$ cat src/rtl/cpu_pkg.sv
// Shared definitions for the control unit and the datapath: opcodes,
// accumulator source encodings and default widths.
package cpu_pkg;

  localparam int DW_DEF = 8;
  localparam int AW_DEF = 5;

  typedef enum logic [2:0] {
    LOAD  = 3'b000,
    STORE = 3'b001,
    ADD   = 3'b010,
    SUB   = 3'b011,
    IN    = 3'b100,
    JZ    = 3'b101,
    JPOS  = 3'b110,
    HALT  = 3'b111
  } opcode_t;

  typedef enum logic [1:0] {
    ASEL_ALU  = 2'b00,
    ASEL_IN   = 2'b01,
    ASEL_MEM  = 2'b10,
    ASEL_ZERO = 2'b11
  } asel_t;

endpackage

$ cat src/rtl/ram32x8.sv
// Unified program/data memory: asynchronous read, single synchronous write port.
module ram32x8 #(
  parameter int DW = 8,
  parameter int AW = 5
) (
  input  logic          i_clk,
  input  logic          i_we,
  input  logic [AW-1:0] i_waddr,
  input  logic [DW-1:0] i_wdata,
  input  logic [AW-1:0] i_raddr,
  output logic [DW-1:0] o_rdata
);

  logic [DW-1:0] r_mem [2**AW];

  always_ff @(posedge i_clk) begin
    if (i_we) begin
      r_mem[i_waddr] <= i_wdata;
    end
  end

  assign o_rdata = r_mem[i_raddr];

endmodule

$ cat src/rtl/datapath.sv
// Processor datapath: PC, IR, accumulator, add/sub ALU and unified memory,
// executing the control word from CU and returning opcode and A status.
module datapath
  import cpu_pkg::*;
#(
  parameter int DW = DW_DEF,
  parameter int AW = AW_DEF
) (
  input  logic          Clock,
  input  logic          Reset,
  input  logic          IRload,
  input  logic          Aload,
  input  logic          Sub,
  input  logic          JMPmux,
  input  logic          PCload,
  input  logic          Meminst,
  input  logic          MemWr,
  input  logic [1:0]    Asel,
  input  logic [1:0]    Halt,
  input  logic [DW-1:0] Input,
  input  logic          PrgWr,
  input  logic [AW-1:0] PrgAddr,
  input  logic [DW-1:0] PrgData,
  output logic [2:0]    IR,
  output logic          Aeq0,
  output logic          Apos,
  output logic [DW-1:0] Output,
  output logic          Halted,
  output logic [AW-1:0] PCout
);

  logic [AW-1:0] r_pc;
  logic [DW-1:0] r_ir;
  logic [DW-1:0] r_a;
  logic [DW-1:0] r_out;
  logic          r_halted;

  logic [AW-1:0] w_madr;
  logic [DW-1:0] w_mdata;
  logic [DW-1:0] w_alu;
  logic [DW-1:0] w_a_next;
  logic [AW-1:0] w_pc_next;
  logic          w_we;
  logic [AW-1:0] w_waddr;
  logic [DW-1:0] w_wdata;

  function automatic logic [DW-1:0] alu_addsub(input logic [DW-1:0] a,
                                               input logic [DW-1:0] b,
                                               input logic          sub);
    return sub ? (a - b) : (a + b);
  endfunction

  assign w_madr    = Meminst ? r_ir[AW-1:0] : r_pc;
  assign w_alu     = alu_addsub(r_a, w_mdata, Sub);
  assign w_pc_next = JMPmux ? r_ir[AW-1:0] : r_pc + 1'b1;

  always_comb begin
    w_a_next = '0;
    case (asel_t'(Asel))
      ASEL_ALU:  w_a_next = w_alu;
      ASEL_IN:   w_a_next = Input;
      ASEL_MEM:  w_a_next = w_mdata;
      ASEL_ZERO: w_a_next = '0;
      default:   w_a_next = '0;
    endcase
  end

  // The single write port belongs to the program loader while in reset,
  // and to MemWr (storing the pre-edge A) otherwise.
  assign w_we    = Reset ? PrgWr : MemWr;
  assign w_waddr = Reset ? PrgAddr : w_madr;
  assign w_wdata = Reset ? PrgData : r_a;

  ram32x8 #(
    .DW(DW),
    .AW(AW)
  ) u_ram (
    .i_clk  (Clock),
    .i_we   (w_we),
    .i_waddr(w_waddr),
    .i_wdata(w_wdata),
    .i_raddr(w_madr),
    .o_rdata(w_mdata)
  );

  always_ff @(posedge Clock) begin
    if (Reset) begin
      r_pc     <= '0;
      r_ir     <= '0;
      r_a      <= '0;
      r_out    <= '0;
      r_halted <= 1'b0;
    end else begin
      if (IRload) r_ir <= w_mdata;
      if (PCload) r_pc <= w_pc_next;
      if (Aload)  r_a  <= w_a_next;
      if (!r_halted) r_out <= r_a;
      r_halted <= |Halt;
    end
  end

  assign IR     = r_ir[DW-1:DW-3];
  assign Aeq0   = (r_a == '0);
  assign Apos   = !r_a[DW-1] && (r_a != '0);
  assign Output = r_out;
  assign Halted = r_halted;
  assign PCout  = r_pc;

endmodule
$ cat config.mk
export PLATFORM = sky130hd
export DESIGN_NAME = datapath
export DESIGN_NICKNAME = d
export VERILOG_FILES = /design/src/rtl/cpu_pkg.sv /design/src/rtl/ram32x8.sv /design/src/rtl/datapath.sv
export SDC_FILE = /design/constraint.sdc
export NUM_CORES = 1
export LEC_CHECK = 0
export CAP_MARGIN = 10
export CELL_PAD_IN_SITES_DETAIL_PLACEMENT = 0
export CELL_PAD_IN_SITES_GLOBAL_PLACEMENT = 1
export CORE_MARGIN = 2
export CORE_UTILIZATION = 44
export CTS_CLUSTER_DIAMETER = 150
export DETAILED_ROUTE_END_ITERATION = 7
export PLACE_DENSITY_LB_ADDON = 0.1
export SYNTH_ARGS = -nofsm -noshare
export SYNTH_HDL_FRONTEND = slang
export SYNTH_SLANG_ARGS = --single-unit
$ cat constraint.sdc
create_clock -name Clock -period 5.51 [get_ports Clock]
set_input_delay 1.3775 -clock Clock [delete_from_list [all_inputs] [get_ports Clock]]
set_output_delay 1.3775 -clock Clock [all_outputs]
set_load 0.02 [all_outputs]
==> results of run 1 <==
## logic make-up (layout without fill, tap and decap cells)
| group | Yosys count | after routing | synth area share |
|---|---|---|---|
| adders and majority gates | 10 | 10 | 0.0107 |
| muxes | 98 | 98 | 0.107 |
| and+or+nand+nor | 316 | 316 | 0.114 |
| DFF | 286 | 286 | 0.670 |
| buffers and inverters | 61 | 238 | 0.0223 |
| AOI/OAI and AO/OA | 111 | 111 | 0.0685 |
| xor gates and xnor gates | 9 | 9 | 0.00749 |
## synthesized netlist by cell type, types with 9 or more instances
master,n,share of area
sky130_fd_sc_hd__nor3_1,12,0.0049
sky130_fd_sc_hd__a22oi_1,9,0.0055
sky130_fd_sc_hd__inv_1,12,0.0036
sky130_fd_sc_hd__nand4_1,19,0.0096
sky130_fd_sc_hd__nand2b_1,19,0.0096
sky130_fd_sc_hd__a211oi_1,10,0.0061
sky130_fd_sc_hd__nand2_1,122,0.037
sky130_fd_sc_hd__mux2i_1,57,0.046
sky130_fd_sc_hd__edfxtp_1,256,0.62
sky130_fd_sc_hd__mux2_2,13,0.012
sky130_fd_sc_hd__a21oi_1,10,0.0040
sky130_fd_sc_hd__dfxtp_1,30,0.049
sky130_fd_sc_hd__nor2_1,90,0.027
sky130_fd_sc_hd__nor2b_1,13,0.0066
sky130_fd_sc_hd__mux4_2,25,0.046
sky130_fd_sc_hd__ha_1,9,0.0091
sky130_fd_sc_hd__a31oi_1,10,0.0051
sky130_fd_sc_hd__clkbuf_1,31,0.0094
sky130_fd_sc_hd__o21ai_0,11,0.0045
sky130_fd_sc_hd__nand3_1,30,0.012
## power by group through the flow
stage               combinational [uW]  clock (uW)  sequential [uW]
floorplan                          642           0             2520
global placement                  1120           0             2540
detailed placement                1140           0             2540
CTS                               1150        2130             2490
global route                      1270        2220             2500
finish                            1180        2100             2490
## area by class of cell
| class | count | area [sq um] |
|---|---|---|
| fill | 2314 | 12500 |
| sequential | 286 | 8290 |
| multi-input combinational | 544 | 3890 |
| timing repair buffer | 167 | 1450 |
| clock buffer | 35 | 791 |
| tap | 378 | 473 |
| clock inverter | 23 | 250 |
| inverter | 13 | 48.8 |
## what timing repair did
item	CTS	global route
gates resized for setup	1	21
setup buffers	0	2
pin swaps	0	3
endpoints found under the setup margin	1	3
endpoints found under the hold margin	0	0
## registers in the layout, summed over array words and instances (netlist names)
| name | count |
|---|---|
| Output | 8 |
| Halted | 1 |
| u_ram.r_mem | 256 |
| r_ir | 8 |
| PCout | 5 |
| r_a | 8 |
## how the worst max path moves through the flow
stage                  end     from  slack, ps  cells past startpoint
floorplan           r_a[7]  Meminst        130                     23
global placement    r_a[7]  Meminst       -470                     21
detailed placement  r_a[7]  Meminst       -570                     22
CTS                 r_a[7]  Meminst         20                     22
global route        r_a[7]  Meminst        -60                     19
finish              r_a[7]  Meminst        100                     19
## metrics by stage
stage,TNS (ps),util,instances
after CTS,0,0.545,1444
after global routing,-64.3,0.548,1446
after global placement,-1170,0.507,1386
after floorplan,0,-,891
after detailed placement,-1440,0.507,1386
final,0,0.548,1446
## cell usage in the layout, fill, tap and decap left out, drive strengths merged, types with 9 or more instances in the layout
cell type and count:
a31oi 10, mux2i 58, nor2 90, nor3 12, nand2b 19, buf 115, a22oi 9, nand2 122
clkdlybuf4s50 52, dfxtp 30, ha 9, nor2b 13, mux4 25, o21ai 11, clkbuf 35, nand3 30
nand4 19, inv 14, edfxtp 256, a21oi 10, mux2 15, a211oi 10, clkinv 12
## routing by layer
metal,share of wire,routed length [um]
met1,0.43,14700
met4,0.040,1370
met3,0.066,2250
met2,0.47,15900
met5,0,0
## worst max-delay path, stage by stage
cell	delay, ps
sky130_fd_sc_hd__clkdlybuf4s50_1	490
sky130_fd_sc_hd__buf_6	140
sky130_fd_sc_hd__mux2_4	350
sky130_fd_sc_hd__buf_12	170
sky130_fd_sc_hd__mux4_2	420
sky130_fd_sc_hd__a22oi_1	240
sky130_fd_sc_hd__nand4_1	280
sky130_fd_sc_hd__o31ai_4	150
sky130_fd_sc_hd__inv_2	70
sky130_fd_sc_hd__o41a_1	460
sky130_fd_sc_hd__xnor2_1	140
sky130_fd_sc_hd__ha_1	290
sky130_fd_sc_hd__inv_1	70
sky130_fd_sc_hd__a21oi_2	150
sky130_fd_sc_hd__o21ai_1	110
sky130_fd_sc_hd__a211o_1	280
sky130_fd_sc_hd__xnor3_1	240
sky130_fd_sc_hd__nor4b_1	60
sky130_fd_sc_hd__or3b_1	340
==> summary.log, run 1 <==
qor: outcome.status finished clean
qor: power_and_ir_drop.power_leakage 0.00527 uW
qor: cts.cts_buffers 31
qor: drt.viasPerCell 5.64
qor: logic_synthesis.postSynthAreaPerCell 13.9 sq um
qor: drt.drt_pre_antenna_iters 6
qor: worst_hold_path.worst_hold_startpoint r_ir[5]
qor: power_and_ir_drop.intPower 4240 uW
qor: finish.synthToLayoutAreaGrowth 22.8%
qor: grt.grt.met2_usage 0.377
qor: cts.clk_pin_slew 60 ps
qor: setup_path.reg2reg_to r_a[7]
qor: setup_path.worstPathArrival 5840 ps
qor: floorplan.start_util 0.446
qor: setup_path.crit_type input pin to flop
qor: logic_synthesis.synth_nets 936
qor: power_and_ir_drop.p_sw_frac 0.267
qor: finish.antenna-diode-count 0
qor: grt.grt_util_all_layers 0.234
qor: worst_hold_path.worstHoldEndpoint r_ir[5]
qor: logic_synthesis.netlist_instances 891
qor: worst_hold_path.worst_hold_path.num_cells 2
qor: cts.number_of_sinks_on_the_clock_net 286
qor: finish.finalNetCount 1088
qor: place.globalplace.congestion 0.920
qor: timing.max-slew-margin-rel 0.281
qor: floorplan.placementRows 61
qor: worst_hold_path.holdCritPathClass flop to flop
qor: floorplan.die_area 29500 sq um
qor: logic_synthesis.top_reg_cell_synth sky130_fd_sc_hd__edfxtp_1
qor: grt.total_congestion_overflow 0
qor: timing.tightest_slew 1070 ps
qor: drt.drt_first_iter_violations 776
qor: floorplan.ios 54
qor: timing.rsz0062_at_grt true
qor: finish.final_area 15200 sq um
qor: power_and_ir_drop.total_power 5780 uW
qor: timing.fin_hold_ws 488 ps
qor: drt.routed_wl 34200 um
qor: power_and_ir_drop.clkPwrFrac 0.364
qor: timing.post-route-min-period 5410 ps
qor: grt.grt.met1_usage 0.318
qor: cts.cts_tree done
qor: floorplan.die_h 172 um
qor: finish.post_route_cells_drive_above_1_share 0.213
qor: logic_synthesis.synth.lib_cells_used.distinct 61
qor: job.drv_cap 0
qor: logic_synthesis.async_flop_share 0
qor: drt.antenna_violating_nets_post_route 0
qor: logic_synthesis.synth_area 12400 sq um
qor: grt.number_of_antenna_violations_at_the_first_check_in_global_routing 0
qor: setup_path.worst_path_required 5940 ps
qor: timing.fmax 185 MHz
qor: grt.grt_pass1_vias 8113
qor: timing.timing.final.setup_violations 0
qor: power_and_ir_drop.power_frac_comb 0.204
qor: setup_path.worst-path-max-fanout 15
qor: cts.clk_path_buf_depth 3
qor: power_and_ir_drop.pwr-share-seq 0.431
qor: timing.finalHoldViolCount 0
qor: power_and_ir_drop.power.net_switching 1540 uW
qor: logic_synthesis.synth-warning-count 0
qor: logic_synthesis.synth_sequential_area_ratio 0.670
qor: drt.drc 0
qor: floorplan.die_w 172 um
qor: timing.final.setup.worst_slack 98.3 ps
qor: drt.detailroute.via_count 8152
qor: timing.max_slew_violation_count 0
qor: setup_path.rrSetupSlack 800 ps
qor: grt.grt_start_max_net_pins 33
qor: logic_synthesis.synth-seq-cells 286
qor: cts.cts.hold.buffers_added 0
qor: place.place.detailed.hpwl 23900 um
qor: grt.top_usage_layer met2
qor: cts.htree_levels 1
qor: cts.worst_skew_pair.late_latency 560 ps
qor: cts.ctsRootBufferMaster sky130_fd_sc_hd__clkbuf_16
qor: place.numPortBuffers 53
qor: setup_path.worst_r2r_startpoint PCout[0]
qor: place.detailed_place.area 14000 sq um
qor: setup_path.critical_path.startpoint_type input pin
qor: power_and_ir_drop.power.density 380 nW/um^2
qor: grt.grt_first_pass_wirelength 50300 um
qor: drt.average_detailed_routed_wire_length_per_instance 23.6 um
qor: timing.finalCritPeriodShare 0.982
qor: setup_path.endpoint_kind flop
qor: logic_synthesis.synth_enable_flop_cells 256
qor: setup_path.worst-r2r-cell-count 17
qor: power_and_ir_drop.vdd.ir_drop.worst 0.000270 V
qor: place.dp_slack -569 ps
qor: timing.timing.clock.skew 19.5 ps
qor: floorplan.core-area 27700 sq um
qor: grt.grt_met3_usage 0.0403
(Power assumes the default switching activity.)
==> run 2: changes to the inputs <==
--- a/config.mk
+++ b/config.mk
@@ -8,6 +8,7 @@
 export CAP_MARGIN = 10
 export CELL_PAD_IN_SITES_DETAIL_PLACEMENT = 0
 export CELL_PAD_IN_SITES_GLOBAL_PLACEMENT = 1
+export CORE_ASPECT_RATIO = 1.2
 export CORE_MARGIN = 2
 export CORE_UTILIZATION = 44
 export CTS_CLUSTER_DIAMETER = 150
==> summary.log, run 2 (synthesized netlist as in run 1, its figures left out) <==
qor: outcome.status finished clean
qor: drt.met3RoutedLength 1770 um
qor: finish.final_common_cell sky130_fd_sc_hd__edfxtp_1
qor: drt.wirelength_met1 14100 um
qor: power_and_ir_drop.power.net_switching 1490 uW
qor: setup_path.critical_path_cell_count 15
qor: setup_path.crit_type input pin to flop
qor: finish.finalNetCount 1102
qor: setup_path.worst-path-max-fanout 3
qor: drt.average_detailed_routed_wire_length_per_instance 23.8 um
qor: setup_path.critical_path.startpoint_type input pin
qor: grt.number_of_antenna_violations_at_the_first_check_in_global_routing 0
qor: place.dp_cells 1405
qor: job.drv_cap 0
qor: drt.routed_wl 34700 um
qor: power_and_ir_drop.power_leakage 0.00536 uW
qor: floorplan.placementRows 67
qor: worst_hold_path.holdCritPathClass flop to flop
qor: cts.cts_buffers 29
qor: place.numPortBuffers 53
qor: finish.synthToLayoutAreaGrowth 23.8%
qor: cts.number_of_sinks_on_the_clock_net 286
qor: cts.htree_levels 1
qor: cts.clk_pin_slew 60 ps
qor: cts.ctsRootBufferMaster sky130_fd_sc_hd__clkbuf_16
qor: floorplan.ios 54
qor: timing.rsz0062_at_grt false
qor: drt.viasPerCell 5.60
qor: finish.regMostFlops u_ram.r_mem
qor: power_and_ir_drop.vdd.ir_drop.worst 0.000250 V
qor: cts.clk_path_buf_depth 3
qor: timing.post-route-min-period 5070 ps
qor: floorplan.die_w 157 um
qor: cts.cts_tree done
qor: setup_path.crit_path_max_incr_delay 480 ps
qor: finish.post_route_cells_drive_above_1_share 0.212
qor: timing.finalHoldViolCount 0
qor: finish.multiInputGateArea 3860 sq um
qor: finish.antenna-diode-count 0
qor: drt.drc 0
qor: grt.total_congestion_overflow 0
qor: power_and_ir_drop.p_sw_frac 0.262
qor: power_and_ir_drop.power.density 373 nW/um^2
qor: setup_path.crit_path_cell_trace dlymetal6s2s_1 > mux2_4 > mux4_2 > a2111o_1 > o31ai_4 > inv_2 > o41a_1 > o21bai_1 > xnor2_1 > ha_1 > nor3_1 > a211o_1 > xnor3_1 > o211ai_2 > or3b_1
qor: power_and_ir_drop.clkPwrFrac 0.351
qor: floorplan.die_area 29500 sq um
qor: grt.grt_first_pass_wirelength 51500 um
qor: setup_path.worstPathArrival 5490 ps
qor: timing.tightest_slew 1130 ps
qor: setup_path.worst_path_required 5930 ps
qor: timing.timing.final.setup_violations 0
qor: grt.grt_util_all_layers 0.238
qor: floorplan.die_h 188 um
qor: timing.max_slew_violation_count 0
qor: timing.fmax 197 MHz
qor: timing.finalCritPeriodShare 0.920
qor: setup_path.worst-r2r-cell-count 15
qor: power_and_ir_drop.pwr-share-seq 0.435
qor: power_and_ir_drop.total_power 5710 uW
qor: drt.met2WireLength 17200 um
qor: finish.final.fill_count 2328
qor: finish.flip_flop_count_of_the_largest_register_after_layout 256
qor: place.place.detailed.hpwl 24900 um
qor: place.globalplace.congestion 0.927
qor: drt.antenna_violating_nets_post_route 0
qor: setup_path.timing.critical_path.slowest_stage_cell sky130_fd_sc_hd__mux4_2
qor: power_and_ir_drop.intPower 4220 uW
qor: grt.grt_pass1_vias 8256
qor: drt.drt_pre_antenna_iters 5
qor: drt.maxUsedRoutingLayer met4
qor: floorplan.start_util 0.444
qor: worst_hold_path.worst_hold_path.num_cells 2
qor: finish.final-instance-count-excl-fill 1458
qor: cts.worst_skew_pair.late_latency 540 ps
qor: setup_path.endpoint_kind flop
qor: floorplan.core-area 27800 sq um
qor: finish.mostFrequentLayoutCells sky130_fd_sc_hd__edfxtp_1, sky130_fd_sc_hd__nand2_1, sky130_fd_sc_hd__buf_4
qor: power_and_ir_drop.power_frac_comb 0.214
qor: cts.cts_post_setup_buffers_inserted 0
qor: setup_path.dominant_delay_contributor_by_cell_family_on_the_critical_path compound AO/OA/AOI/OAI gates
qor: setup_path.critical_path.n_buffers_inverters 2
qor: drt.drt_first_iter_violations 642
qor: drt.detailroute.via_count 8160
qor: finish.ff_latch_area 8290 sq um
qor: timing.max-slew-margin-rel 0.244
qor: timing.timing.clock.skew 10.6 ps
qor: grt.grt_start_max_net_pins 33
## run 2: cell count changes in the layout (fill, tap and decap cells not counted), sizes merged
cell,delta
dlymetal6s2s,+1
clkinv,-4
clkbuf,+2
inv,+1
clkinvlp,-4
clkdlybuf4s50,-1
buf,+16
## run 2: final cells by class
type                            instances  area share
Tap cell                              379      0.0310
Inverter                               13     0.00319
Clock buffer                           37      0.0500
Clock inverter                         16      0.0137
Multi-Input combinational cell        544       0.252
Sequential cell                       286       0.542
Timing Repair Buffer                  183       0.108
## run 2: path summary, 6_finish.rpt
path,from,end,slack (ps)
hold / removal,Output[0],Output[0],490
setup reg to reg,r_ir[0],r_a[7],1050
setup / recovery,Meminst,r_a[7],440
hold reg to reg,Output[0],Output[0],490
## run 2: metal layers
| layer | track usage | vias up |
|---|---|---|
| met4 | 0.103 | 0 |
| li1 | - | 3727 |
| met3 | 0.0291 | 82 |
| met5 | 0 | - |
| met1 | 0.309 | 4062 |
| met2 | 0.402 | 289 |
## run 2: power by group through the flow
stage	Sequential, uW	Clock [uW]	Combinational (uW)
after floorplan	2520	0	642
after global placement	2530	0	1200
after detailed placement	2530	0	1220
after CTS	2480	2040	1220
after global routing	2490	2140	1320
final	2480	2010	1220
## run 2: stage by stage
stage	utilization	worst slack [ps]	hold WS (ps)	setup TNS (ps)	cell area, sq um
after floorplan	-	126	462	0	12400
after global placement	0.513	-519	476	-1520	14300
after detailed placement	0.513	-599	483	-1940	14300
after CTS	0.549	11.6	498	0	15300
after global routing	0.550	212	521	0	15300
final	0.550	440	492	0	15300
## run 2: tightest hold or removal path, stage by stage (launching register included)
cell and delay, ps:
sky130_fd_sc_hd__dfxtp_1 320, sky130_fd_sc_hd__mux2i_1 70, sky130_fd_sc_hd__nor2_1 70
## run 2: what timing repair did
item | 4_1_cts | 5_1_grt
pin swaps | 0 | 1
gates resized for setup | 3 | 12
hold buffers | 0 | 0
endpoints found under the setup margin | 2 | 4
==> run 3: changes to the inputs <==
--- a/config.mk
+++ b/config.mk
@@ -13,6 +13,7 @@
 export CORE_UTILIZATION = 44
 export CTS_CLUSTER_DIAMETER = 150
 export DETAILED_ROUTE_END_ITERATION = 7
+export MAX_ROUTING_LAYER = met4
 export PLACE_DENSITY_LB_ADDON = 0.1
 export SYNTH_ARGS = -nofsm -noshare
 export SYNTH_HDL_FRONTEND = slang
==> summary.log, run 3 (synthesized netlist as in run 1, its figures left out) <==
qor: outcome.status finished clean
qor: setup_path.worst-path-max-fanout 9
qor: place.globalplace.congestion 0.911
qor: place.detailed_place.area 14200 sq um
qor: worst_hold_path.holdCritPathClass flop to flop
qor: drt.drt_pre_antenna_iters 7
qor: drt.detailroute.via_count 8122
qor: setup_path.dominant_delay_contributor_by_cell_family_on_the_critical_path compound AO/OA/AOI/OAI gates
qor: timing.fmax 198 MHz
qor: grt.grt_start_max_net_pins 33
qor: setup_path.worst_r2r_startpoint PCout[1]
qor: setup_path.critical_path.n_buffers_inverters 4
qor: floorplan.placementRows 67
qor: cts.clk_pin_slew 60 ps
qor: place.place.detailed.hpwl 24900 um
qor: floorplan.ios 54
qor: cts.number_of_sinks_on_the_clock_net 286
qor: drt.antenna_violating_nets_post_route 0
qor: cts.resized_gates_after_cts 2
qor: finish.mostFrequentLayoutCells sky130_fd_sc_hd__edfxtp_1, sky130_fd_sc_hd__nand2_1, sky130_fd_sc_hd__buf_4
qor: cts.cts_post_setup_buffers_inserted 0
qor: setup_path.crit_path_cell_trace dlymetal6s2s_1 > buf_4 > mux2_2 > buf_12 > nor3_1 > a22oi_1 > o31ai_1 > nor2_1 > ha_1 > nor2_1 > a21oi_1 > inv_1 > ha_1 > nor2b_1 > o21ai_0 > a21oi_1 > o21ai_1 > a211o_1 > xnor3_1 > o211ai_2 > or3b_1
qor: drt.viasPerCell 5.58
qor: cts.cts_tree done
qor: setup_path.worst_path_required 5940 ps
qor: setup_path.crit_path_max_incr_delay 400 ps
qor: power_and_ir_drop.vdd.ir_drop.worst 0.000264 V
qor: finish.synthToLayoutAreaGrowth 22.6%
qor: setup_path.rrSetupSlack 1140 ps
qor: drt.drt_first_iter_violations 732
qor: timing.finalCritPeriodShare 0.917
qor: setup_path.critical_path_cell_count 21
qor: power_and_ir_drop.power_leakage 0.00530 uW
qor: job.drv_cap 0
qor: setup_path.worstPathArrival 5480 ps
qor: grt.grt_pass1_vias 8177
qor: finish.post_route_cells_drive_above_1_share 0.207
qor: setup_path.worst-r2r-cell-count 18
qor: drt.routed_wl 34900 um
qor: cts.clk_path_buf_depth 3
qor: cts.worst_skew_pair.late_latency 550 ps
qor: finish.final_common_cell sky130_fd_sc_hd__edfxtp_1
qor: setup_path.crit_type input pin to flop
qor: drt.average_detailed_routed_wire_length_per_instance 24.0 um
qor: cts.cts_buffers 29
qor: timing.timing.clock.skew 10.4 ps
qor: cts.ctsRootBufferMaster sky130_fd_sc_hd__clkbuf_16
qor: drt.drc 0
qor: timing.finalHoldViolCount 0
qor: place.numPortBuffers 53
qor: timing.rsz0062_at_grt false
qor: finish.regMostFlops u_ram.r_mem
qor: floorplan.die_area 29500 sq um
qor: power_and_ir_drop.power.density 369 nW/um^2
qor: floorplan.die_h 188 um
qor: setup_path.cp-startpoint Meminst
qor: floorplan.core-area 27800 sq um
qor: timing.max_slew_violation_count 0
qor: timing.tightest_slew 1310 ps
qor: finish.flip_flop_count_of_the_largest_register_after_layout 256
qor: grt.grt_first_pass_wirelength 51600 um
qor: setup_path.critical_path.startpoint_type input pin
qor: finish.final_area 15200 sq um
qor: setup_path.cp-endpoint r_a[7]
qor: cts.htree_levels 1
qor: finish.finalNetCount 1100
qor: timing.post-route-min-period 5050 ps
qor: grt.grt_util_all_layers 0.246
qor: timing.timing.final.setup_violations 0
qor: setup_path.endpoint_kind flop
qor: grt.total_congestion_overflow 0
qor: setup_path.timing.critical_path.slowest_stage_cell sky130_fd_sc_hd__mux2_2
qor: floorplan.start_util 0.444
qor: timing.max-slew-margin-rel 0.121
qor: floorplan.die_w 157 um
qor: setup_path.reg2reg_to r_a[6]
qor: grt.number_of_antenna_violations_at_the_first_check_in_global_routing 1
qor: timing.fin_hold_ws 498 ps
qor: cts.cts.hold.buffers_added 0
## run 3: worst min-delay path by stage
| stage | depth (start not counted) | start | to | slack, ps |
|---|---|---|---|---|
| final | 2 | r_ir[5] | r_ir[5] | 500 |
| after global routing | 2 | r_ir[5] | r_ir[5] | 510 |
| after CTS | 2 | Output[7] | Output[7] | 500 |
| after detailed placement | 2 | Output[7] | Output[7] | 490 |
| after global placement | 2 | r_ir[6] | r_ir[6] | 470 |
| after floorplan | 2 | r_ir[6] | r_ir[6] | 460 |
## run 3: per-layer routing
metal / routed length (um) / vias up / share of wire / global-route usage
li1: - / 3731 / - / -
met1: 14300 / 4055 / 0.41 / 0.312
met2: 17700 / 266 / 0.51 / 0.415
met3: 1790 / 70 / 0.051 / 0.0296
met4: 1130 / 0 / 0.032 / 0.0790
met5: 0 / - / 0 / -
## run 3: worst register-to-register path, cell delays in order (launching register included)
cell and delay [ps]:
sky130_fd_sc_hd__dfxtp_1 530, sky130_fd_sc_hd__mux2_4 320, sky130_fd_sc_hd__buf_12 190, sky130_fd_sc_hd__mux2_2 370, sky130_fd_sc_hd__a31oi_1 250, sky130_fd_sc_hd__nand4_1 210
sky130_fd_sc_hd__o31ai_4 130, sky130_fd_sc_hd__ha_1 280, sky130_fd_sc_hd__nor2_1 90, sky130_fd_sc_hd__a21oi_1 80, sky130_fd_sc_hd__fa_1 410, sky130_fd_sc_hd__nor2b_1 130
sky130_fd_sc_hd__o21ai_0 140, sky130_fd_sc_hd__a21boi_0 290, sky130_fd_sc_hd__o21a_1 150, sky130_fd_sc_hd__nor2_1 40, sky130_fd_sc_hd__xor2_1 140, sky130_fd_sc_hd__a211o_1 290
sky130_fd_sc_hd__a311oi_1 240
## run 3: cell type report
class | instances | area, sq um
Tap cell | 379 | 474
Inverter | 13 | 48.8
Multi-Input combinational cell | 544 | 3840
Fill cell | 2309 | 12700
Clock buffer | 34 | 744
Timing Repair Buffer | 181 | 1590
Clock inverter | 17 | 166
Antenna cell | 1 | 2.50
Sequential cell | 286 | 8290
## run 3: per-stage QoR
step / std cells / power (uW) / setup WS [ps] / TNS [ps] / util
3_5_place_dp: 1403 / 3730 / -621 / -2020 / 0.511
5_1_grt: 1455 / 5810 / 175 / 0 / 0.545
4_1_cts: 1454 / 5630 / 16.8 / 0 / 0.544
3_3_place_gp: 1403 / 3710 / -532 / -1560 / 0.511
6_report: 1455 / 5590 / 457 / 0 / 0.545
2_1_floorplan: 891 / 3160 / 126 / 0 / -
## run 3: power breakdown
part / switching (uW) / total (uW) / internal, uW
sequential: 36.7 / 2480 / 2440
combinational: 657 / 1200 / 542
clock: 811 / 1910 / 1100
